`config.mk`:
```
export PLATFORM = sky130hd
export DESIGN_NAME = uart_rx_fifo
export DESIGN_NICKNAME = d
export VERILOG_FILES = /design/src/rtl/uart_rx_fifo.sv
export SDC_FILE = /design/constraint.sdc
export NUM_CORES = 1
export LEC_CHECK = 0
export ABC_AREA = 1
export BUFFER_PORTS_ARGS = -buffer_cell sky130_fd_sc_hd__buf_2
export CORE_ASPECT_RATIO = 1.25
export CORE_MARGIN = 8
export CORE_UTILIZATION = 45
export DETAILED_ROUTE_END_ITERATION = 8
export PLACE_DENSITY_LB_ADDON = 0.25
export SLEW_MARGIN = 25
export SYNTH_ARGS = -nofsm -noshare
export SYNTH_HDL_FRONTEND = slang
export SYNTH_SLANG_ARGS = --single-unit
```
`constraint.sdc`:
```
create_clock -name clk -period 2.8 [get_ports clk]
set_input_delay 0.42 -clock clk [delete_from_list [all_inputs] [get_ports clk]]
set_output_delay 0.42 -clock clk [all_outputs]
set_load 0.01 [all_outputs]
```
`src/rtl/uart_rx_fifo.sv`:
```
// UART 8N1 receiver with a small first-word-fall-through byte FIFO.
// RXD is double-flopped, the start bit is re-checked at its midpoint, each
// data bit is sampled mid-bit LSB first, and the stop bit gates the push.
// Framing errors and FIFO overruns are reported as single-cycle pulses.
module uart_rx_fifo #(
    parameter int unsigned CLK_HZ     = 25000000,
    parameter int unsigned BAUD       = 115200,
    parameter int unsigned FIFO_DEPTH = 4
) (
    input  logic       clk,
    input  logic       rst,
    input  logic       rxd,
    output logic [7:0] rx_data,
    output logic       rx_valid,
    input  logic       rx_ready,
    output logic       frame_err,
    output logic       overrun,
    output logic       busy
);

    // Clocks per bit truncates; CLKS_PER_BIT must be >= 4, FIFO_DEPTH a power of two >= 2.
    localparam int unsigned CLKS_PER_BIT = CLK_HZ / BAUD;
    localparam int unsigned HALF_BIT     = CLKS_PER_BIT / 2 - 1;
    localparam int unsigned CNT_W        = $clog2(CLKS_PER_BIT);
    localparam int unsigned PTR_W        = $clog2(FIFO_DEPTH);
    localparam int unsigned COUNT_W      = PTR_W + 1;

    localparam logic [CNT_W-1:0]   BAUD_LAST = CNT_W'(CLKS_PER_BIT - 1);
    localparam logic [CNT_W-1:0]   BAUD_HALF = CNT_W'(HALF_BIT);
    localparam logic [COUNT_W-1:0] FIFO_FULL = COUNT_W'(FIFO_DEPTH);

    localparam logic [2:0] StIdle     = 3'd0;
    localparam logic [2:0] StStart    = 3'd1;
    localparam logic [2:0] StData     = 3'd2;
    localparam logic [2:0] StStop     = 3'd3;
    localparam logic [2:0] StWaitIdle = 3'd4;

    // Synchroniser
    logic sync1_q, sync2_q;
    logic rs;

    // Receiver FSM
    logic [2:0]       state_q, state_d;
    logic [CNT_W-1:0] baud_q, baud_d;
    logic [2:0]       bit_idx_q, bit_idx_d;
    logic [7:0]       shift_q, shift_d;
    logic             push_q, push_d;
    logic             frame_err_q, frame_err_d;

    // FIFO
    logic [7:0]         mem_q [FIFO_DEPTH];
    logic [PTR_W-1:0]   rd_ptr_q, rd_ptr_d;
    logic [PTR_W-1:0]   wr_ptr_q, wr_ptr_d;
    logic [COUNT_W-1:0] count_q, count_d;
    logic               overrun_q, overrun_d;
    logic               pop, full, wr_en;

    assign rs = sync2_q;

    // Two-flop synchroniser; idles high so reset never looks like a start bit.
    always_ff @(posedge clk or posedge rst) begin
        if (rst) begin
            sync1_q <= 1'b1;
            sync2_q <= 1'b1;
        end else begin
            sync1_q <= rxd;
            sync2_q <= sync1_q;
        end
    end

    // Receiver next-state: start validation, mid-bit sampling, stop check.
    always_comb begin
        state_d     = state_q;
        baud_d      = baud_q;
        bit_idx_d   = bit_idx_q;
        shift_d     = shift_q;
        push_d      = 1'b0;
        frame_err_d = 1'b0;
        case (state_q)
            StIdle: begin
                if (!rs) begin
                    state_d = StStart;
                    baud_d  = '0;
                end
            end
            StStart: begin
                if (baud_q == BAUD_HALF) begin
                    if (rs) begin
                        // Low pulse shorter than half a bit: treat as a glitch.
                        state_d = StIdle;
                    end else begin
                        baud_d    = '0;
                        bit_idx_d = 3'd0;
                        state_d   = StData;
                    end
                end else begin
                    baud_d = baud_q + CNT_W'(1);
                end
            end
            StData: begin
                if (baud_q == BAUD_LAST) begin
                    baud_d             = '0;
                    shift_d[bit_idx_q] = rs;
                    if (bit_idx_q == 3'd7) begin
                        state_d = StStop;
                    end else begin
                        bit_idx_d = bit_idx_q + 3'd1;
                    end
                end else begin
                    baud_d = baud_q + CNT_W'(1);
                end
            end
            StStop: begin
                if (baud_q == BAUD_LAST) begin
                    baud_d = '0;
                    if (rs) begin
                        // Leave at the stop midpoint so a following start edge is caught.
                        push_d  = 1'b1;
                        state_d = StIdle;
                    end else begin
                        frame_err_d = 1'b1;
                        state_d     = StWaitIdle;
                    end
                end else begin
                    baud_d = baud_q + CNT_W'(1);
                end
            end
            StWaitIdle: begin
                // Break or stuck-low line: one error, then wait for the line to recover.
                if (rs) begin
                    state_d = StIdle;
                end
            end
            default: begin
                state_d = StIdle;
            end
        endcase
    end

    // Receiver state registers.
    always_ff @(posedge clk or posedge rst) begin
        if (rst) begin
            state_q     <= StIdle;
            baud_q      <= '0;
            bit_idx_q   <= 3'd0;
            shift_q     <= 8'h00;
            push_q      <= 1'b0;
            frame_err_q <= 1'b0;
        end else begin
            state_q     <= state_d;
            baud_q      <= baud_d;
            bit_idx_q   <= bit_idx_d;
            shift_q     <= shift_d;
            push_q      <= push_d;
            frame_err_q <= frame_err_d;
        end
    end

    // FIFO control; shift_q is stable for a full bit after the stop sample, so it is the push data.
    always_comb begin
        pop       = rx_valid & rx_ready;
        full      = (count_q == FIFO_FULL);
        wr_en     = push_q & (~full | pop);
        overrun_d = push_q & full & ~pop;
        rd_ptr_d  = pop   ? rd_ptr_q + PTR_W'(1) : rd_ptr_q;
        wr_ptr_d  = wr_en ? wr_ptr_q + PTR_W'(1) : wr_ptr_q;
        count_d   = count_q;
        case ({wr_en, pop})
            2'b10:   count_d = count_q + COUNT_W'(1);
            2'b01:   count_d = count_q - COUNT_W'(1);
            default: count_d = count_q;
        endcase
    end

    // FIFO storage, pointers and overrun pulse.
    always_ff @(posedge clk or posedge rst) begin
        if (rst) begin
            for (int i = 0; i < int'(FIFO_DEPTH); i++) begin
                mem_q[i] <= 8'h00;
            end
            rd_ptr_q  <= '0;
            wr_ptr_q  <= '0;
            count_q   <= '0;
            overrun_q <= 1'b0;
        end else begin
            if (wr_en) begin
                mem_q[wr_ptr_q] <= shift_q;
            end
            rd_ptr_q  <= rd_ptr_d;
            wr_ptr_q  <= wr_ptr_d;
            count_q   <= count_d;
            overrun_q <= overrun_d;
        end
    end

    assign rx_valid  = (count_q != '0);
    assign rx_data   = mem_q[rd_ptr_q];
    assign frame_err = frame_err_q;
    assign overrun   = overrun_q;
    assign busy      = (state_q != StIdle);

endmodule
```
==> summary.md, run 1 <==
| Metric | Value |
|---|---|
| VDD IR max | `0.266 mV` |
| Initial antenna violation count | `0` |
| CTS Buf Count | `9` |
| CTS sink count | `66` |
| Netlist Area Pre-Place | `around 3400 µm²` |
| GPL Wtd Cong | `around 0.85` |
| FP Rows | `35` |
| CTS tree | `done` |
| Reg-to-reg startpoint | `count_q[0]$_DFFE_PP0P_` |
| Crit end category | `flop` |
| Hold_buf cts | `0` |
| Clock transition at path regs | `about 0.08 ns` |
| Vias per cell | `~5.1` |
| Total power draw | `about 2.3 mW` |
| Largest net degree at the start of global routing | `56` |
| Setup TNS | `0 ns` |
| Worst hold margin | `around 0.010 ns` |
| Commonest non-fill, non-tap cell in the layout | `nand2_1` |
| Area grow syn2layout | `9.93%` |
| Most frequent cells in the layout | `nand2_1, dfrtp_1, o21ai_0` |
| Peak fanout along the critical path | `3` |
| Reg2reg end | `count_q[2]$_DFFE_PP0P_` |
| Leakage dissipation | `between 1.5 and 2 nW` |
| Crit start category | `flop` |
| FF+latch count, synth | `66` |
| Routed WL per cell | `between 10 and 15 µm` |
| Mapped Cells | `roughly 420` |
| Total global routing overflow | `0` |
| Vias in the first global route | `~2800` |
| H-Tree Depth | `3` |
| Post-synthesis sequential area ratio | `between 40 and 50%` |
| Clk_skew | `0.00999 ns` |
| Hold WC Path Type | `input port to async pin` |
| Max Root-Sink Buffers | `2` |
| WS Path Type | `flop to flop` |
| Result of the run | `completed` |
| Required time of the worst setup path | `3.02 ns` |
| Layout Nets | `between 400 and 500` |
| Ys Warns | `0` |
| DIE AREA | `10600 µm²` |
| Worst slew margin | `67.5%` |
| Post-synth net total | `about 440` |
| DRC viols | `0` |
| Clk Latency, worst-skew pair | `0.34 ns` |
| I/O pin cnt | `16` |
| Ant. Diodes | `0` |
| First-pass GRT wire length | `12900 µm` |
| Starting density of the core | `a little under half` |
| Cell count of the worst reg-to-reg path | `9` |
| Unrepaired setup endpoints after global routing | `no` |
| F_max | `499 MHz` |
| Buffers on Ports | `15` |
| Via count | `2713` |
| DRT iter0 DRCs | `118` |
| Share of cells above drive strength 1 | `13.7%` |
| Total global-route track usage | `between 10% and 20%` |
| Detailed Place HPWL | `approximately 5000 µm` |
| R2r setup slk | `0.80 ns` |
| Fin crit share | `between 70% and 80%` |
| Post-route ant nets | `0` |
| Post-synth cell types | `29` |
| Pwr dens | `about 620 nW/µm²` |
| Min Tclk post-route | `approximately 2 ns` |
| Post-CTS sizing | `0` |
| DIE HEIGHT | `between 100 and 150 µm` |
| Crit path arrival time | `between 2 and 2.5 ns` |
| Worst-Margin Slew | `approximately 0.5 ns` |
| Syn avg cell area | `approximately 8.1 µm²` |
| Fillers | `between 700 and 800` |
| Root Driver | `clkbuf_8` |
| Setup violators final | `0` |
| Setup bufs post-CTS | `0` |
| CORE AREA | `between 7000 and 8000 µm²` |
| First-pass DRT Iterations | `4` |
| Final wirelength | `between 6000 and 7000 µm` |
| Slew Viols, Final | `0` |
| Final-report hold violation count | `0` |
| Max-cap violations | `0` |
| Die Width | `93.9 µm` |
cell type report:
type,count,area [µm²],share of cell area [%]
sequential,66,1650,44.1
inverter,42,168,4.47
tap,92,115,3.07
clock inverter,7,53.8,1.43
multi-input combinational,303,1530,40.7
timing repair buffer,18,110,2.93
clock buffer,9,124,3.30
logic make-up (layout without fill, tap and decap cells):
family / after synthesis / in the layout / synth area share, %
fa+ha+maj: 10 / 10 / 3.88
xor+xnor: 6 / 6 / 1.54
flops: 66 / 66 / 48.4
buf+inv: 52 / 76 / 6.78
simple gates: 204 / 204 / 26.8
compound gates: 83 / 83 / 12.5
sequential cells by signal, indices dropped and copies added (netlist names), 2 cells and up:
register / flops
mem_q: 32
baud_q: 8
shift_q: 8
bit_idx_q: 3
count_q: 3
state_q: 3
rd_ptr_q: 2
wr_ptr_q: 2
critical path: stages, from the launching register on:
cell and delay [ns]:
dfrtp_1 0.41, nor2_1 0.22, nand3_1 0.13, nand2_1 0.11
ha_1 0.15, inv_1 0.07, fa_1 0.38, a21oi_1 0.15
o21ai_0 0.11, xor2_1 0.15
stage by stage:
stage / std cells / setup WS (ns) / utilization (%) / instance area (µm²)
after floorplan: 421 / 0.729 / - / 3410
after global placement: 521 / 0.898 / 48.6 / 3580
after detailed placement: 521 / 0.786 / 48.6 / 3580
after CTS: 537 / 0.800 / 51.0 / 3750
after global routing: 537 / 0.674 / 51.0 / 3750
final: 537 / 0.795 / 51.0 / 3750
Yosys cell counts:
library cell / n / area share, %
a21oi_1: 5 / 0.73
dfstp_2: 2 / 1.5
inv_1: 36 / 4.0
nand2_2: 4 / 0.73
dfrtp_1: 64 / 47
nand2_1: 125 / 14
xor2_1: 5 / 1.3
o22ai_1: 8 / 1.5
buf_2: 3 / 0.44
fa_1: 1 / 0.59
nand2_4: 5 / 1.6
o31ai_1: 1 / 0.22
o21ai_1: 14 / 2.1
o21ai_0: 55 / 8.1
nor3_1: 6 / 0.88
buf_6: 1 / 0.33
buf_4: 1 / 0.22
nand3b_1: 1 / 0.22
buf_8: 1 / 0.44
nand3_2: 1 / 0.29
clkinv_4: 2 / 0.51
xnor2_1: 1 / 0.26
clkbuf_1: 4 / 0.44
nand4_1: 1 / 0.18
ha_1: 9 / 3.3
nor2_4: 8 / 2.6
inv_2: 4 / 0.44
nor2_1: 35 / 3.8
nand3_1: 18 / 2.6
how the worst max path moves through the flow:
stage | endpoint | slack (ns) | cells after the start | start
detailed placement | count_q[2]$_DFFE_PP0P_ | 0.79 | 9 | rx_ready
finish | count_q[2]$_DFFE_PP0P_ | 0.80 | 9 | count_q[0]$_DFFE_PP0P_
CTS | rx_data[4] | 0.80 | 4 | rd_ptr_q[1]$_DFFE_PP0P_
global placement | count_q[2]$_DFFE_PP0P_ | 0.90 | 9 | rx_ready
global route | rx_data[1] | 0.67 | 4 | rd_ptr_q[1]$_DFFE_PP0P_
floorplan | baud_q[0]$_DFFE_PP0P_ | 0.73 | 1 | rst
where the power goes:
group / switching [mW] / leakage [nW] / internal, mW
combinational: 0.346 / 0.939 / 0.206
clock: 0.400 / 0.0822 / 0.327
sequential: 0.0383 / 0.879 / 0.994
per-layer routing:
| layer | GRT usage [%] | share of wire (%) |
|---|---|---|
| met1 | 17.2 | 44 |
| met2 | 25.8 | 52 |
| met3 | 3.68 | 3.4 |
| met4 | 5.20 | 1.1 |
| met5 | 0 | 0 |
No activity file was read; power rests on OpenSTA's default activity.
==> run 2, diff against run 1 <==
Clock period 2.8 ns to 1.8 ns, I/O delays scaled along.
==> run 2 against run 1 <==
  * Utilization up 3.0 points
  * Worst hold slack better by 0.016 ns
  * Critical path depth unchanged
  * Clock power up 88%
  * Sequential power up 60%
  * Routed wire length up 10%
  * Sequential share of layout area down 2.4 points
  * Largest cell class unchanged
==> summary.md, run 2 (synthesis gave the netlist of run 1 again) <==
| Metric | Value |
|---|---|
| Worst slew margin | `70.8%` |
| Max reg flops | `32` |
| DR top layer | `met4` |
| Via count | `2813` |
| F_max | `569 MHz` |
| Crit-path max cell delay | `0.41 ns` |
| Hold WC Path Type | `input port to flop` |
| WS Path Type | `flop to flop` |
| Final-report hold violation count | `0` |
| FP Rows | `35` |
| Detailed Place HPWL | `just over 5000 µm` |
| Worst-Margin Slew | `0.437 ns` |
| Clock Power Share | `roughly a third` |
| Min Tclk post-route | `between 1.5 and 2 ns` |
| Pwr dens | `roughly 1000 nW/µm²` |
| Share of cells above drive strength 1 | `19.3%` |
| Clock transition at path regs | `roughly 0.07 ns` |
| VDD IR max | `approximately 0.66 mV` |
| Storage cell area | `between 1500 and 2000 µm²` |
| GPL Wtd Cong | `a little under 0.9` |
| H-Tree Depth | `3` |
| Combinational power share | `26.9%` |
| NetSw | `about 1.3 mW` |
| Commonest non-fill, non-tap cell in the layout | `nand2_1` |
| Max-cap violations | `0` |
| Sequential share of power | `around 40%` |
| Worst path cell trace | `nor2_4 > nand3_2 > nand2_2 > ha_4 > inv_2 > fa_2 > a21oi_2 > o21ai_1 > xor2_1` |
| DIE HEIGHT | `between 100 and 150 µm` |
| Setup violators final | `0` |
| Max Root-Sink Buffers | `2` |
| Vias per cell | `~5.1` |
| Peak fanout along the critical path | `3` |
| Routed WL per cell | `14.0 µm` |
| CTS sink count | `66` |
| Final wirelength | `about 7700 µm` |
| Met2 Routed Length | `just under 4000 µm` |
| Largest net degree at the start of global routing | `47` |
| Total global-route track usage | `15.5%` |
| Vias in the first global route | `approximately 2800` |
| CP Buf/Inv Count | `1` |
| Die Width | `around 94 µm` |
| Crit end category | `flop` |
| Unrepaired setup endpoints after global routing | `yes` |
| Area occupied by multi-input gates | `around 1600 µm²` |
| Clk Latency, worst-skew pair | `approximately 0.34 ns` |
| Layout Nets | `466` |
| Largest delay share family, worst path | `adder cells` |
| I/O pin cnt | `16` |
| Required time of the worst setup path | `2.02 ns` |
| Top reg by flops | `mem_q` |
| DRC viols | `0` |
| Metal3 WL | `between 200 and 300 µm` |
| Slew Viols, Final | `0` |
| Buffers on Ports | `15` |
| Total power draw | `between 4 and 5 mW` |
| Initial antenna violation count | `0` |
| Area grow syn2layout | `16.3%` |
| Top flop regs | `mem_q x32, baud_q x8, shift_q x8` |
| DIE AREA | `~11000 µm²` |
| Result of the run | `completed` |
| Met1 WL | `about 3400 µm` |
| Slowest cell on crit path | `dfrtp_1` |
| Fillers | `roughly 690` |
| Crit path arrival time | `roughly 2.0 ns` |
| Leakage dissipation | `1.97 nW` |
| DRT iter0 DRCs | `approximately 160` |
| CTS tree | `done` |
| P_int | `2.81 mW` |
| CORE AREA | `7360 µm²` |
| Ant. Diodes | `0` |
| Clk_skew | `around 0.012 ns` |
| First-pass GRT wire length | `~13000 µm` |
| Root Driver | `clkbuf_8` |
| Switch share | `a little under a third` |
| First-pass DRT Iterations | `4` |
| Post-route ant nets | `0` |
| Starting density of the core | `46.4%` |
| Total global routing overflow | `0` |
| Fin crit share | `~98%` |
| Most frequent cells in the layout | `nand2_1, dfrtp_1, o21ai_0` |
| Crit start category | `flop` |
| CTS Buf Count | `9` |
| Setup TNS | `0 ns` |
[run 2: changes by cell type in the layout (fill, tap and decap cells not counted), moves of 3 or more]
cell	delta
nor2_1	-5
o21ai_1	+4
buf_4	+7
buf_6	+3
inv_1	-3
nor2_4	+4
o21ai_0	-4
[run 2: layer usage]
| metal | up-vias | global-route usage, % |
|---|---|---|
| met4 | 0 | 5.62 |
| met3 | 14 | 3.42 |
| li1 | 1422 | - |
| met1 | 1321 | 18.4 |
| met2 | 56 | 26.4 |
| met5 | - | 0 |
[run 2: power groups by stage]
stage               clock [mW]  combinational [mW]  sequential [mW]
floorplan                    0               0.597             1.62
global placement             0               0.902             1.64
detailed placement           0               0.914             1.64
CTS                       1.40                1.01             1.62
global route              1.47                1.23             1.66
finish                    1.37                1.11             1.65
[run 2: cell type report]
class	instances	share of cell area (%)
flip-flops and latches	66	41.7
multi-input cells	303	40.1
repair buffers	29	5.20
inverters	42	4.47
clock buffers	9	3.12
well taps	92	2.90
clock inverters	7	2.36
repair inverters	1	0.189
[run 2: per-stage QoR]
step	cells	utilization [%]	hold WS [ns]	cell area (µm²)	setup slack, ns
floorplan	421	-	0.274	3430	-0.104
global placement	526	49.2	0.347	3620	0.00917
detailed placement	526	49.2	0.347	3620	-0.0449
CTS	547	52.9	0.0138	3890	0.000488
global route	549	54.0	0.00584	3970	-0.0277
finish	549	54.0	0.0260	3970	0.0435
[run 2: repair_timing]
item	CTS	global route
endpoints found under the setup margin	9	9
setup buffers	4	1
pin swaps	2	8
hold endpoints to repair	12	0
gates resized for setup	5	23
hold buffers	1	0
cloned	0	1
[run 2: worst paths after layout]
| kind | slack, ns | endpoint | start | cells past startpoint |
|---|---|---|---|---|
| max | 0.04 | count_q[2]$_DFFE_PP0P_ | count_q[0]$_DFFE_PP0P_ | 9 |
| min | 0.03 | sync1_q$_DFF_PP1_ | rxd | 1 |
| max reg2reg | 0.04 | count_q[2]$_DFFE_PP0P_ | count_q[0]$_DFFE_PP0P_ | 9 |
| min reg2reg | 0.36 | rs$_DFF_PP1_ | sync1_q$_DFF_PP1_ | 0 |
| max in group asynchronous | 0.98 | sync1_q$_DFF_PP1_ | rst | 4 |
| min in group asynchronous | 0.54 | baud_q[4]$_DFFE_PP0P_ | rst | 4 |
[run 2: worst reg2reg max path: cells and delay by family, from the launching register on]
kind / cells / cell delay, ns
adder cells (fa/ha/maj): 2 / 0.52
XOR/XNOR: 1 / 0.14
flip-flops: 1 / 0.41
AO/OA/AOI/OAI: 2 / 0.19
AND/OR/NAND/NOR: 3 / 0.33
buffers and inverters: 1 / 0.04
